**src/rtl/elevator_pkg.sv**
```systemverilog
// Shared key encodings, sim-state encodings and key helpers for the sim-control /
// settings-menu slice.
package elevator_pkg;

   typedef enum logic [3:0] {
      STOP   = 4'hA,
      RESUME = 4'hB,
      UP     = 4'hC,
      DOWN   = 4'hD,
      ESCAPE = 4'hE,
      ENTER  = 4'hF
   } button_t;

   typedef enum logic [1:0] {
      START  = 2'd0,
      SIM    = 2'd1,
      PAUSE  = 2'd2,
      ENDING = 2'd3
   } sim_state_t;

   function automatic logic is_digit(input logic [3:0] key);
      return (key <= 4'd9);
   endfunction

endpackage

```
**src/rtl/settings_menu_fsm_digit_accumulator.sv**
```systemverilog
// Saturating decimal digit accumulator: value <= min(value*10 + digit, limit).
module digit_accumulator #(
   parameter int VAL_W = 6
) (
   input  logic             clk,
   input  logic             rst,
   input  logic             clr,
   input  logic             push,
   input  logic [3:0]       digit,
   input  logic [VAL_W-1:0] limit,
   output logic [VAL_W-1:0] value,
   output logic             active
);

   localparam int TMP_W = VAL_W + 4;

   logic [VAL_W-1:0] value_reg;
   logic             active_reg;
   logic [TMP_W-1:0] tmp;
   logic [VAL_W-1:0] sat_value;

   // Four extra bits always hold (2^VAL_W-1)*10 + 9 without overflow.
   assign tmp       = ({4'b0, value_reg} * TMP_W'(10)) + TMP_W'(digit);
   assign sat_value = (tmp > {4'b0, limit}) ? limit : tmp[VAL_W-1:0];

   always_ff @(posedge clk or negedge rst) begin
      if (!rst) begin
         value_reg  <= '0;
         active_reg <= 1'b0;
      end else if (clr) begin
         value_reg  <= '0;
         active_reg <= 1'b0;
      end else if (push) begin
         value_reg  <= sat_value;
         active_reg <= 1'b1;
      end
   end

   assign value  = value_reg;
   assign active = active_reg;

endmodule

```
**src/rtl/settings_menu_fsm.sv**
```systemverilog
// Sim-control FSM plus a menu of NUM_SETTINGS saturating numeric settings, driven by
// rising edges of the keypad pressed level.
module settings_menu_fsm
   import elevator_pkg::*;
#(
   parameter int                            NUM_SETTINGS = 3,
   parameter int                            VAL_W        = 6,
   parameter int                            SET_W        = $clog2(NUM_SETTINGS),
   parameter logic [NUM_SETTINGS*VAL_W-1:0] MAX_VALS     = {6'd63, 6'd3, 6'd7},
   parameter logic [NUM_SETTINGS*VAL_W-1:0] RST_VALS     = '0
) (
   input  logic                          clk,
   input  logic                          rst,
   input  logic [3:0]                    buttonBus,
   input  logic                          pressed,
   output logic [1:0]                    simState,
   output logic [SET_W-1:0]              setting,
   output logic [NUM_SETTINGS*VAL_W-1:0] values,
   output logic [VAL_W-1:0]              entryValue,
   output logic                          entryActive,
   output logic                          commitPulse
);

   localparam logic [SET_W-1:0] LAST_IDX = SET_W'(NUM_SETTINGS - 1);

   sim_state_t       state_reg, state_next;
   logic             pressed_q_reg;
   logic [SET_W-1:0] setting_reg, setting_next;
   logic             commit_reg;
   logic [VAL_W-1:0] value_arr_reg [NUM_SETTINGS];
   logic [VAL_W-1:0] limit;
   logic [VAL_W-1:0] entry_value;
   logic             entry_active;
   logic             ev;
   logic             menu_ev;
   logic             acc_clr;
   logic             acc_push;
   logic             commit;

   assign ev      = pressed & ~pressed_q_reg;
   assign menu_ev = ev & (state_reg == START);

   always_comb begin
      state_next = state_reg;
      case (state_reg)
         START:   if (ev && buttonBus == RESUME) state_next = SIM;
         SIM:     if (ev && buttonBus == STOP)   state_next = PAUSE;
         PAUSE: begin
            if (ev && buttonBus == RESUME)    state_next = SIM;
            else if (ev && buttonBus == STOP) state_next = ENDING;
         end
         ENDING:  if (ev && buttonBus == RESUME) state_next = START;
         default: state_next = START;
      endcase
   end

   always_comb begin
      setting_next = setting_reg;
      if (setting_reg > LAST_IDX)
         setting_next = '0;
      else if (menu_ev && buttonBus == UP)
         setting_next = (setting_reg == LAST_IDX) ? '0 : setting_reg + 1'b1;
      else if (menu_ev && buttonBus == DOWN)
         setting_next = (setting_reg == '0) ? LAST_IDX : setting_reg - 1'b1;
   end

   // Entry is also cleared on the edge that leaves START, so it reads 0 outside START.
   assign acc_push = menu_ev & is_digit(buttonBus);
   assign acc_clr  = (state_next != START)
                   | (menu_ev & (buttonBus == ENTER || buttonBus == ESCAPE ||
                                 buttonBus == UP    || buttonBus == DOWN));
   assign commit   = menu_ev & (buttonBus == ENTER) & entry_active;

   always_comb begin
      limit = '0;
      for (int i = 0; i < NUM_SETTINGS; i++)
         if (setting_reg == SET_W'(i)) limit = MAX_VALS[i*VAL_W +: VAL_W];
   end

   always_ff @(posedge clk or negedge rst) begin
      if (!rst) begin
         state_reg     <= START;
         pressed_q_reg <= 1'b0;
         setting_reg   <= '0;
         commit_reg    <= 1'b0;
      end else begin
         state_reg     <= state_next;
         pressed_q_reg <= pressed;
         setting_reg   <= setting_next;
         commit_reg    <= commit;
      end
   end

   generate
      for (genvar gi = 0; gi < NUM_SETTINGS; gi++) begin : g_value
         always_ff @(posedge clk or negedge rst) begin
            if (!rst)
               value_arr_reg[gi] <= RST_VALS[gi*VAL_W +: VAL_W];
            else if (commit && setting_reg == SET_W'(gi))
               value_arr_reg[gi] <= entry_value;
         end
         assign values[gi*VAL_W +: VAL_W] = value_arr_reg[gi];
      end
   endgenerate

   digit_accumulator #(.VAL_W(VAL_W)) u_acc (
      .clk    (clk),
      .rst    (rst),
      .clr    (acc_clr),
      .push   (acc_push),
      .digit  (buttonBus),
      .limit  (limit),
      .value  (entry_value),
      .active (entry_active)
   );

   assign simState    = state_reg;
   assign setting     = setting_reg;
   assign entryValue  = entry_value;
   assign entryActive = entry_active;
   assign commitPulse = commit_reg;

endmodule

```
**config.mk**
```make
export PLATFORM = sky130hd
export DESIGN_NAME = settings_menu_fsm
export DESIGN_NICKNAME = d
export VERILOG_FILES = /design/src/rtl/elevator_pkg.sv /design/src/rtl/settings_menu_fsm_digit_accumulator.sv /design/src/rtl/settings_menu_fsm.sv
export SDC_FILE = /design/constraint.sdc
export NUM_CORES = 1
export LEC_CHECK = 0
export CAP_MARGIN = 5
export CORE_MARGIN = 8
export CORE_UTILIZATION = 56
export CTS_CLUSTER_DIAMETER = 150
export DETAILED_ROUTE_END_ITERATION = 6
export PLACE_DENSITY = 0.93
export SLEW_MARGIN = 20
export SYNTH_ARGS = -nofsm -noshare
export SYNTH_HDL_FRONTEND = slang
export SYNTH_SLANG_ARGS = --single-unit
```
**constraint.sdc**
```tcl
create_clock -name clk -period 7.7 [get_ports clk]
set_input_delay 0.77 -clock clk [delete_from_list [all_inputs] [get_ports clk]]
set_output_delay 0.77 -clock clk [all_outputs]
set_load 0.005 [all_outputs]
```
* After elaboration in Yosys (flattened, before gate mapping)
Index checks and enable logic that the tools add are counted.
** Operators by class
- $mul :: 1
- Equality and inequality tests :: 11
- Bitwise gates (word level) :: 8
- Add/sub/neg operators :: 3
- Reductions and logical operators :: 15
- Muxes and demuxes :: 19
- Order comparisons :: 3
** Operators with widths (count)
- $mux 6 :: 5
- $eq 4x4->1 const B :: 6
- $mux 2 :: 10
- $add 10x4->10 :: 1
- $gt 10x6->1 :: 1
- $mul 6x3->9 const B :: 1
- $pmux 2 s4 :: 1
- $logic_and 1x1->1 :: 7
- $and 1x1->1 :: 6
- $eq 2x2->1 const B :: 3
- $eq 2x1->1 const B :: 2
- $le 4x4->1 const B :: 1
- $logic_not 2->1 :: 2
- $reduce_bool 2->1 :: 2
- $logic_or 1x1->1 :: 3
- $mux 3 :: 1
- $reduce_bool 3->1 :: 1
- $add 2x1->2 const B :: 1
- $gt 2x2->1 const B :: 1
- $mux 1 :: 2
- $sub 2x1->2 const B :: 1
- $not 1->1 :: 1
- $or 1x1->1 :: 1
** Storage, ports and cells
- Input bits :: 7
- Word-level logic and storage cells :: 69
- Register bits after elaboration :: 31
- Output and inout bits :: 30

* Longest topological paths before layout
Gate-level depths: netlist of the first run.
- Depth after elaboration :: 9
- Gate-level depth with buffers :: 13
- Mapped depth without buffers :: 13

* By module
From an unflattened synthesis of the first run, not the netlist that was laid out.
** Second synthesis, totals
- Cells, all modules :: 185
- Area total of the unflattened synthesis :: 2099.5 µm²
** By module, submodules not included
- settings_menu_fsm :: instances 1, seq. area each 600.6 µm², cells an instance 86, area an instance 1181.1 µm²
- digit_accumulator :: instances 1, seq. area each 175.2 µm², cells an instance 99, area an instance 918.4 µm²

* Worst setup path before layout of the first run
OpenSTA, ideal clock, no wires.
- Path kind :: input to register
- Start :: input port buttonBus[1]
- End :: register u_acc.value_reg[1] (netlist: u_acc.value[1])
- Stages :: 13
- Arrival :: 3.241 ns
- Slack :: 4.373 ns
- Path buffers :: 0
- Required time :: 7.613 ns
- Library setup time :: 0.087 ns
- Path through :: ha_1 -> inv_1 -> fa_1 -> nor2b_1 -> o21ai_0 -> xnor2_1 -> inv_1 -> ha_1 -> and4_1 -> o21ai_0 -> a32oi_1 -> or4b_4 -> o211ai_1
** Between the ends
- Longest elaborated chain between the ends :: 8
- Elaborated cells on any way between the ends :: 28
- Classes of those cells :: 1 x add/sub; 2 x order compare; 6 x eq/ne; 9 x mux; 3 x bitwise; 7 x reduce/logical
** Ends and longest elaborated chain
- start: declaration :: line settings_menu_fsm.sv:14 : input logic [3:0] buttonBus,
- branches (longest 8 deep; another with $add 10x4->10)
- end signal: assignment :: line settings_menu_fsm_digit_accumulator.sv:34 : value_reg <= sat_value;
- end: declaration :: line settings_menu_fsm_digit_accumulator.sv:17 : logic [VAL_W-1:0] value_reg;
Parallel ways; which one is timed is not known. The select of a mux whose other input is x is not followed.
A chain may end at the register's enable or synchronous reset.

* Worst setup path after layout of the first run
- Start :: input port buttonBus[1]
- End :: register u_acc.value_reg[0] (netlist: u_acc.value[0])
The elaborated chain is that of the path after synthesis.

==> run_results.csv, run 1 <==
group,metric,value,unit
synthesis,synthDistinctLibCells,40,
synthesis,synth_seq_cells,31,
synthesis,yosysMostFrequentCell,"dfrtp_1",
clock_network,cts_tree,"built",
sta,finalHoldViolCount,0,
clock_network,clockBufferDepth,2,
placement,pre_cts_ws,3.48,ns
power_and_ir_drop,power.internal,0.433,mW
worst_hold_path,hp-class,"reg2reg",
grt,grt_pass1_wl,8320,um
sta,drv_slew,0,
drt,wl,5160,um
synthesis,synth_top_area_frac,0.403,
placement,gp_congestion,0.922,
sta,fmax,251,MHz
clock_network,cts.sinks,31,
sta,rsz0062_at_grt,"no",
drt,vias,1616,
power_and_ir_drop,seq_power_share,0.296,
sta,finalSetupTns,0,ns
floorplan,core-area,3310,um^2
floorplan,start_util,0.581,
drt,drt_iter0_drc,163,
critical_path,ff2ff_path_depth,12,
grt,grt_max_degree,32,
synthesis,async_flop_share,1.00,
critical_path,worstPathMaxFanout,7,
floorplan,die_width,74.6,um
grt,grt_usage,0.200,
cells_and_area,drive_gt1_frac,0.165,
power_and_ir_drop,pwr-share-comb,0.523,
critical_path,worstPathArrival,4.25,ns
synthesis,synth_edf_count,0,
power_and_ir_drop,total_power,0.742,mW
grt,antenna_found_initial,0,
synthesis,ys_top_cells_by_area,"dfrtp_1 40%, ha_1 14%, mux2_2 12%",
synthesis,yosysSeqAreaShare,0.403,
placement,hpwl,4010,um
clock_network,cts_htree_levels,2,
sta,finClkSkew,0.00380,ns
sta,worstMarginPinSlew,0.485,ns
synthesis,synth-warning-count,0,
power_and_ir_drop,leakage,1.16,nW
clock_network,clk-insertion-delay-late,0.35,ns
synthesis,synth_top_area_cell,"dfrtp_1",
placement,numPortBuffers,36,
grt,grt_overflow,0,
cells_and_area,antenna_cells,0,
power_and_ir_drop,switching_share,0.416,
clock_network,post_cts_buffers,0,
placement,placed_cells,256,
drt,routedWlPerCell,19.5,um
clock_network,hold_buffers,0,
floorplan,rows,21,
clock_network,cts_buffers,5,
drt,drt_first_pass_iters,6,
sta,worst_slack,3.71,ns
floorplan,die-area,5570,um^2
synthesis,synth_area_per_cell,11.1,um^2
synthesis,syn_area,1920,um^2
synthesis,syn_nets,205,
critical_path,r2r_setup_slack,4.03,ns
sta,final.period_utilization,0.518,
power_and_ir_drop,clkPwrFrac,0.181,
worst_hold_path,min_delay_path_depth,1,
cells_and_area,largest_register_ff_count,18,
job,maxCapViolCount,0,
floorplan,die_y,74.6,um
drt,drc,0,
critical_path,required,7.96,ns
clock_network,root_buffer,"clkbuf_4",
sta,relSlewSlack,0.673,
clock_network,clkSlewWorstSetupHoldPaths,0.09,ns
clock_network,post_cts_resized,0,
floorplan,io_pins,37,
power_and_ir_drop,power.switching,0.309,mW
cells_and_area,final_core_util,0.734,
critical_path,end_kind,"flip-flop",
critical_path,worstSetupPathType,"in2reg",
drt,avgViaCountPerCell,6.12,
run_status,outcome,"completed",
drt,ant_nets,0,
power_and_ir_drop,ir_drop,0.000174,V
synthesis,syn_inst,174,
sta,min_period,3.99,ns
critical_path,start_kind,"primary input",
power_and_ir_drop,power_density,305,nW/um^2
synthesis,synth_top_flop_cell,"dfrtp_1",
cells_and_area,nNetsFinal,248,
cells_and_area,area_growth,26.4,%
synthesis,ys_top_cells_by_count,"31 x dfrtp_1, 22 x ha_1, 20 x mux2_2",
cells_and_area,final_cells,264,
sta,setup_viol_count_final,0,
grt,grt_pass1_vias,1716,
## power groups by stage
stage | sequential [mW] | clock (mW) | combinational [mW]
after global placement | 0.220 | 0 | 0.335
after floorplan | 0.213 | 0 | 0.241
after global routing | 0.224 | 0.142 | 0.417
after CTS | 0.218 | 0.135 | 0.378
final | 0.220 | 0.134 | 0.388
after detailed placement | 0.222 | 0 | 0.367
## per-layer routing
metal	wire length, um	share of wire	GRT usage
met5	0	0	0
met1	1810	0.35	0.204
met2	2670	0.52	0.357
met3	474	0.092	0.0458
met4	203	0.039	0.130
## cells by family (layout without fill, tap and decap cells)
family | after synthesis | after routing | synth area share
AOI/OAI and AO/OA | 31 | 31 | 0.122
xor gates and xnor gates | 4 | 4 | 0.0182
DFF | 31 | 31 | 0.403
buffers and inverters | 18 | 62 | 0.0351
muxes | 22 | 22 | 0.128
adders and majority gates | 24 | 24 | 0.164
and+or+nand+nor | 44 | 44 | 0.130
## stage by stage
step / hold WS (ns) / cell area (um^2)
global route: 0.531 / 2430
global placement: 0.487 / 2340
CTS: 0.519 / 2430
floorplan: 0.474 / 1920
finish: 0.519 / 2430
detailed placement: 0.498 / 2340
## final cells by class
cell class	instances	area (um^2)
clock buffer	6	51.3
clock inverter	2	35.0
inverter	17	63.8
sequential	31	776
tap	46	57.6
multi-input combinational	125	1080
timing repair buffer	37	368
fill	205	880
## critical path, stage by stage
cell and delay [ns]:
clkdlybuf4s50_1 0.59, ha_1 0.25, inv_1 0.07, fa_1 0.42, nor2b_1 0.12, o21ai_0 0.10, xnor2_1 0.19, inv_1 0.06
ha_1 0.32, and4_1 0.20, o21ai_0 0.10, a32oi_1 0.24, or4b_4 0.62, o211ai_1 0.20
## cells in the final DEF, fill, tap and decap left out, drive strengths merged, types with 3 or more instances in the layout
master / synthesis / final
mux2: 20 / 20
nand2: 5 / 5
dfrtp: 31 / 31
nand3: 11 / 11
xnor2: 3 / 3
ha: 22 / 22
a21oi: 8 / 8
and2: 3 / 3
nor2b: 4 / 4
inv: 17 / 17
o211ai: 5 / 5
nor2: 10 / 10
o311ai: 3 / 3
o21ai: 5 / 5
clkbuf: 1 / 6
clkdlybuf4s50: 0 / 36
## path summary, 6_finish.rpt
kind / end / startpoint
min reg2reg: values[17] / values[17]
min: values[17] / values[17]
max reg2reg: u_acc.value[0] / u_acc.value[1]
max in group asynchronous: u_acc.value[3] / rst
min in group asynchronous: values[1] / rst
max: u_acc.value[0] / buttonBus[1]
No activity file was read; power rests on OpenSTA's default activity.
==> inputs of run 2 (changes only) <==
--- a/config.mk
+++ b/config.mk
@@ -7,10 +7,10 @@
 export LEC_CHECK = 0
 export CAP_MARGIN = 5
 export CORE_MARGIN = 8
-export CORE_UTILIZATION = 56
+export CORE_UTILIZATION = 47
 export CTS_CLUSTER_DIAMETER = 150
 export DETAILED_ROUTE_END_ITERATION = 6
-export PLACE_DENSITY = 0.93
+export PLACE_DENSITY = 0.84
 export SLEW_MARGIN = 20
 export SYNTH_ARGS = -nofsm -noshare
 export SYNTH_HDL_FRONTEND = slang
==> constraint.sdc (replaced) <==
create_clock -name clk -period 3.45 [get_ports clk]
set_input_delay 0.345 -clock clk [delete_from_list [all_inputs] [get_ports clk]]
set_output_delay 0.345 -clock clk [all_outputs]
set_load 0.005 [all_outputs]
==> run 2 against run 1 <==
Cell count rose by 4.9%. Count of clock-buffer cells in the layout unchanged. Routed wire length fell by 10%. Sequential power rose by 110%. Critical path depth shrank 2. Clock power up 110%. Setup slack got worse by 3.5 ns. Design area increased by 4.9%. Sequential share of layout area down 1.5 points. Register-to-register slack worse by 3.9 ns. Die area up 15%. Combinational power grew to 2.7 times the previous value. Critical path type is now reg2reg. Critical endpoint is now u_acc.value[1]. Highest routed layer unchanged.
==> run_results.csv, run 2 (synthesis results as in run 1) <==
group,metric,value,unit
grt,antenna_found_initial,0,
clock_network,clockBufferDepth,2,
grt,grt_pass1_vias,1552,
sta,min_period,3.29,ns
critical_path,setup.worst_path.end,"u_acc.value[1]",
clock_network,cts_tree,"built",
power_and_ir_drop,leakage,1.22,nW
critical_path,worstPathMaxFanout,5,
critical_path,worst-path-buf-inv,2,
cells_and_area,drive_gt1_frac,0.220,
cells_and_area,area_growth,32.6,%
clock_network,post_cts_buffers,0,
cells_and_area,nNetsFinal,258,
critical_path,reg2reg_to,"u_acc.value[1]",
power_and_ir_drop,power_density,696,nW/um^2
clock_network,cts.sinks,31,
critical_path,crit_cells,12,
cells_and_area,final_common_cell,"clkdlybuf4s50_1",
grt,grt_overflow,0,
critical_path,slowest_stage,"or4b_4",
drt,wl,4620,um
critical_path,r2r_setup_slack,0.16,ns
floorplan,start_util,0.484,
critical_path,reg2reg_from,"u_acc.value[1]",
critical_path,path_cells,"ha_1, ha_1, inv_1, fa_2, xnor2_2, inv_1, ha_4, and4_1, o21ai_0, a32oi_2, or4b_4, o211ai_1",
sta,worst_slack,0.162,ns
clock_network,clkSlewWorstSetupHoldPaths,0.06,ns
grt,grt_usage,0.145,
drt,ant_nets,0,
floorplan,rows,23,
floorplan,io_pins,37,
sta,setup_viol_count_final,0,
sta,finalHoldViolCount,0,
cells_and_area,antenna_cells,0,
sta,relSlewSlack,0.639,
critical_path,worstPathArrival,3.48,ns
sta,final.period_utilization,0.953,
drt,vias,1547,
drt,drc,0,
clock_network,cts_buffers,5,
sta,rsz0062_at_grt,"no",
drt,drt_first_pass_iters,4,
power_and_ir_drop,total_power,1.78,mW
grt,grt_max_degree,32,
drt,routedWlPerCell,16.7,um
floorplan,die_y,80.0,um
clock_network,root_buffer,"clkbuf_8",
drt,drt_iter0_drc,63,
critical_path,start_kind,"flip-flop",
floorplan,die-area,6390,um^2
sta,drv_slew,0,
cells_and_area,largest_register_ff_count,18,
cells_and_area,final_cell_mix,"36 x clkdlybuf4s50_1, 31 x dfrtp_1, 21 x ha_1, 20 x mux2_2, 17 x inv_1",
critical_path,worstSetupPathType,"reg2reg",
critical_path,end_kind,"flip-flop",
clock_network,clk-insertion-delay-late,0.28,ns
critical_path,ff2ff_path_depth,12,
drt,avgViaCountPerCell,5.58,
critical_path,crit_path_start,"u_acc.value[1]",
placement,hpwl,3590,um
grt,grt_pass1_wl,7270,um
sta,fmax,304,MHz
sta,finClkSkew,0.00628,ns
critical_path,cpPeakStageDelay,0.55,ns
clock_network,cts_htree_levels,2,
critical_path,critical_path.top_delay_family,"adder cells",
worst_hold_path,hp-class,"in2async",
placement,gp_congestion,0.893,
floorplan,die_width,80.0,um
sta,finalSetupTns,0,ns
floorplan,core-area,3970,um^2
run_status,outcome,"completed",
job,maxCapViolCount,0,
critical_path,required,3.64,ns
placement,pre_cts_ws,-0.132,ns
placement,numPortBuffers,36,
sta,worstMarginPinSlew,0.541,ns
power_and_ir_drop,ir_drop,0.000309,V
## run 2: changes by cell type in the layout (fill, tap and decap cells not counted), sizes merged
cell    delta
bufinv     -1
buf       +10
## run 2: power by group
group	internal (mW)	switching (mW)	total, mW	leakage, nW
clock network	0.156	0.131	0.287	0.0470
registers	0.412	0.0523	0.464	0.424
logic	0.495	0.530	1.03	0.744
total	1.06	0.713	1.78	1.22
## run 2: how the worst min path moves through the flow
stage / end / slack [ns] / cells after the start
after global routing: setting[1] / 0.48 / 2
after CTS: u_acc.active / 0.46 / 2
final: u_acc.active / 0.45 / 2
after detailed placement: values[13] / 0.50 / 1
after global placement: values[2] / 0.49 / 1
after floorplan: commitPulse / 0.05 / 0
## run 2: routing by layer
layer  share of wire  wire, um  track usage
met5               0         0            0
met3           0.055       252       0.0360
met4           0.022       103       0.0636
met2            0.51      2370        0.256
met1            0.41      1900        0.159
## run 2: area by class of cell
cell class / instances / area [um^2]
Multi-Input combinational cell: 125 / 1120
Fill cell: 315 / 1420
Tap cell: 50 / 62.6
Inverter: 17 / 63.8
Clock buffer: 6 / 82.6
Clock inverter: 1 / 5.00
Timing Repair Buffer: 47 / 443
Sequential cell: 31 / 776
## run 2: what timing repair did
action	4_1_cts	5_1_grt
resized for setup	0	7
endpoints found under the setup margin	0	6
hold endpoints to repair	0	0
hold buffers	0	0
## run 2: stage by stage
step	hold slack [ns]	instance area, um^2	util	instances
after detailed placement	0.496	2420	0.611	270
after floorplan	0.0494	1920	-	174
final	0.452	2550	0.642	277
after global routing	0.481	2550	0.642	277
after CTS	0.463	2510	0.633	277
after global placement	0.486	2420	0.611	270
==> inputs of run 3 (changes only) <==
--- a/config.mk
+++ b/config.mk
@@ -5,6 +5,7 @@
 export SDC_FILE = /design/constraint.sdc
 export NUM_CORES = 1
 export LEC_CHECK = 0
+export ABC_CLOCK_PERIOD_IN_PS = 3450
 export CAP_MARGIN = 5
 export CORE_MARGIN = 8
 export CORE_UTILIZATION = 47
==> results of run 3 <==
The final DEF is identical to that of run 2; final timing and power are the same.
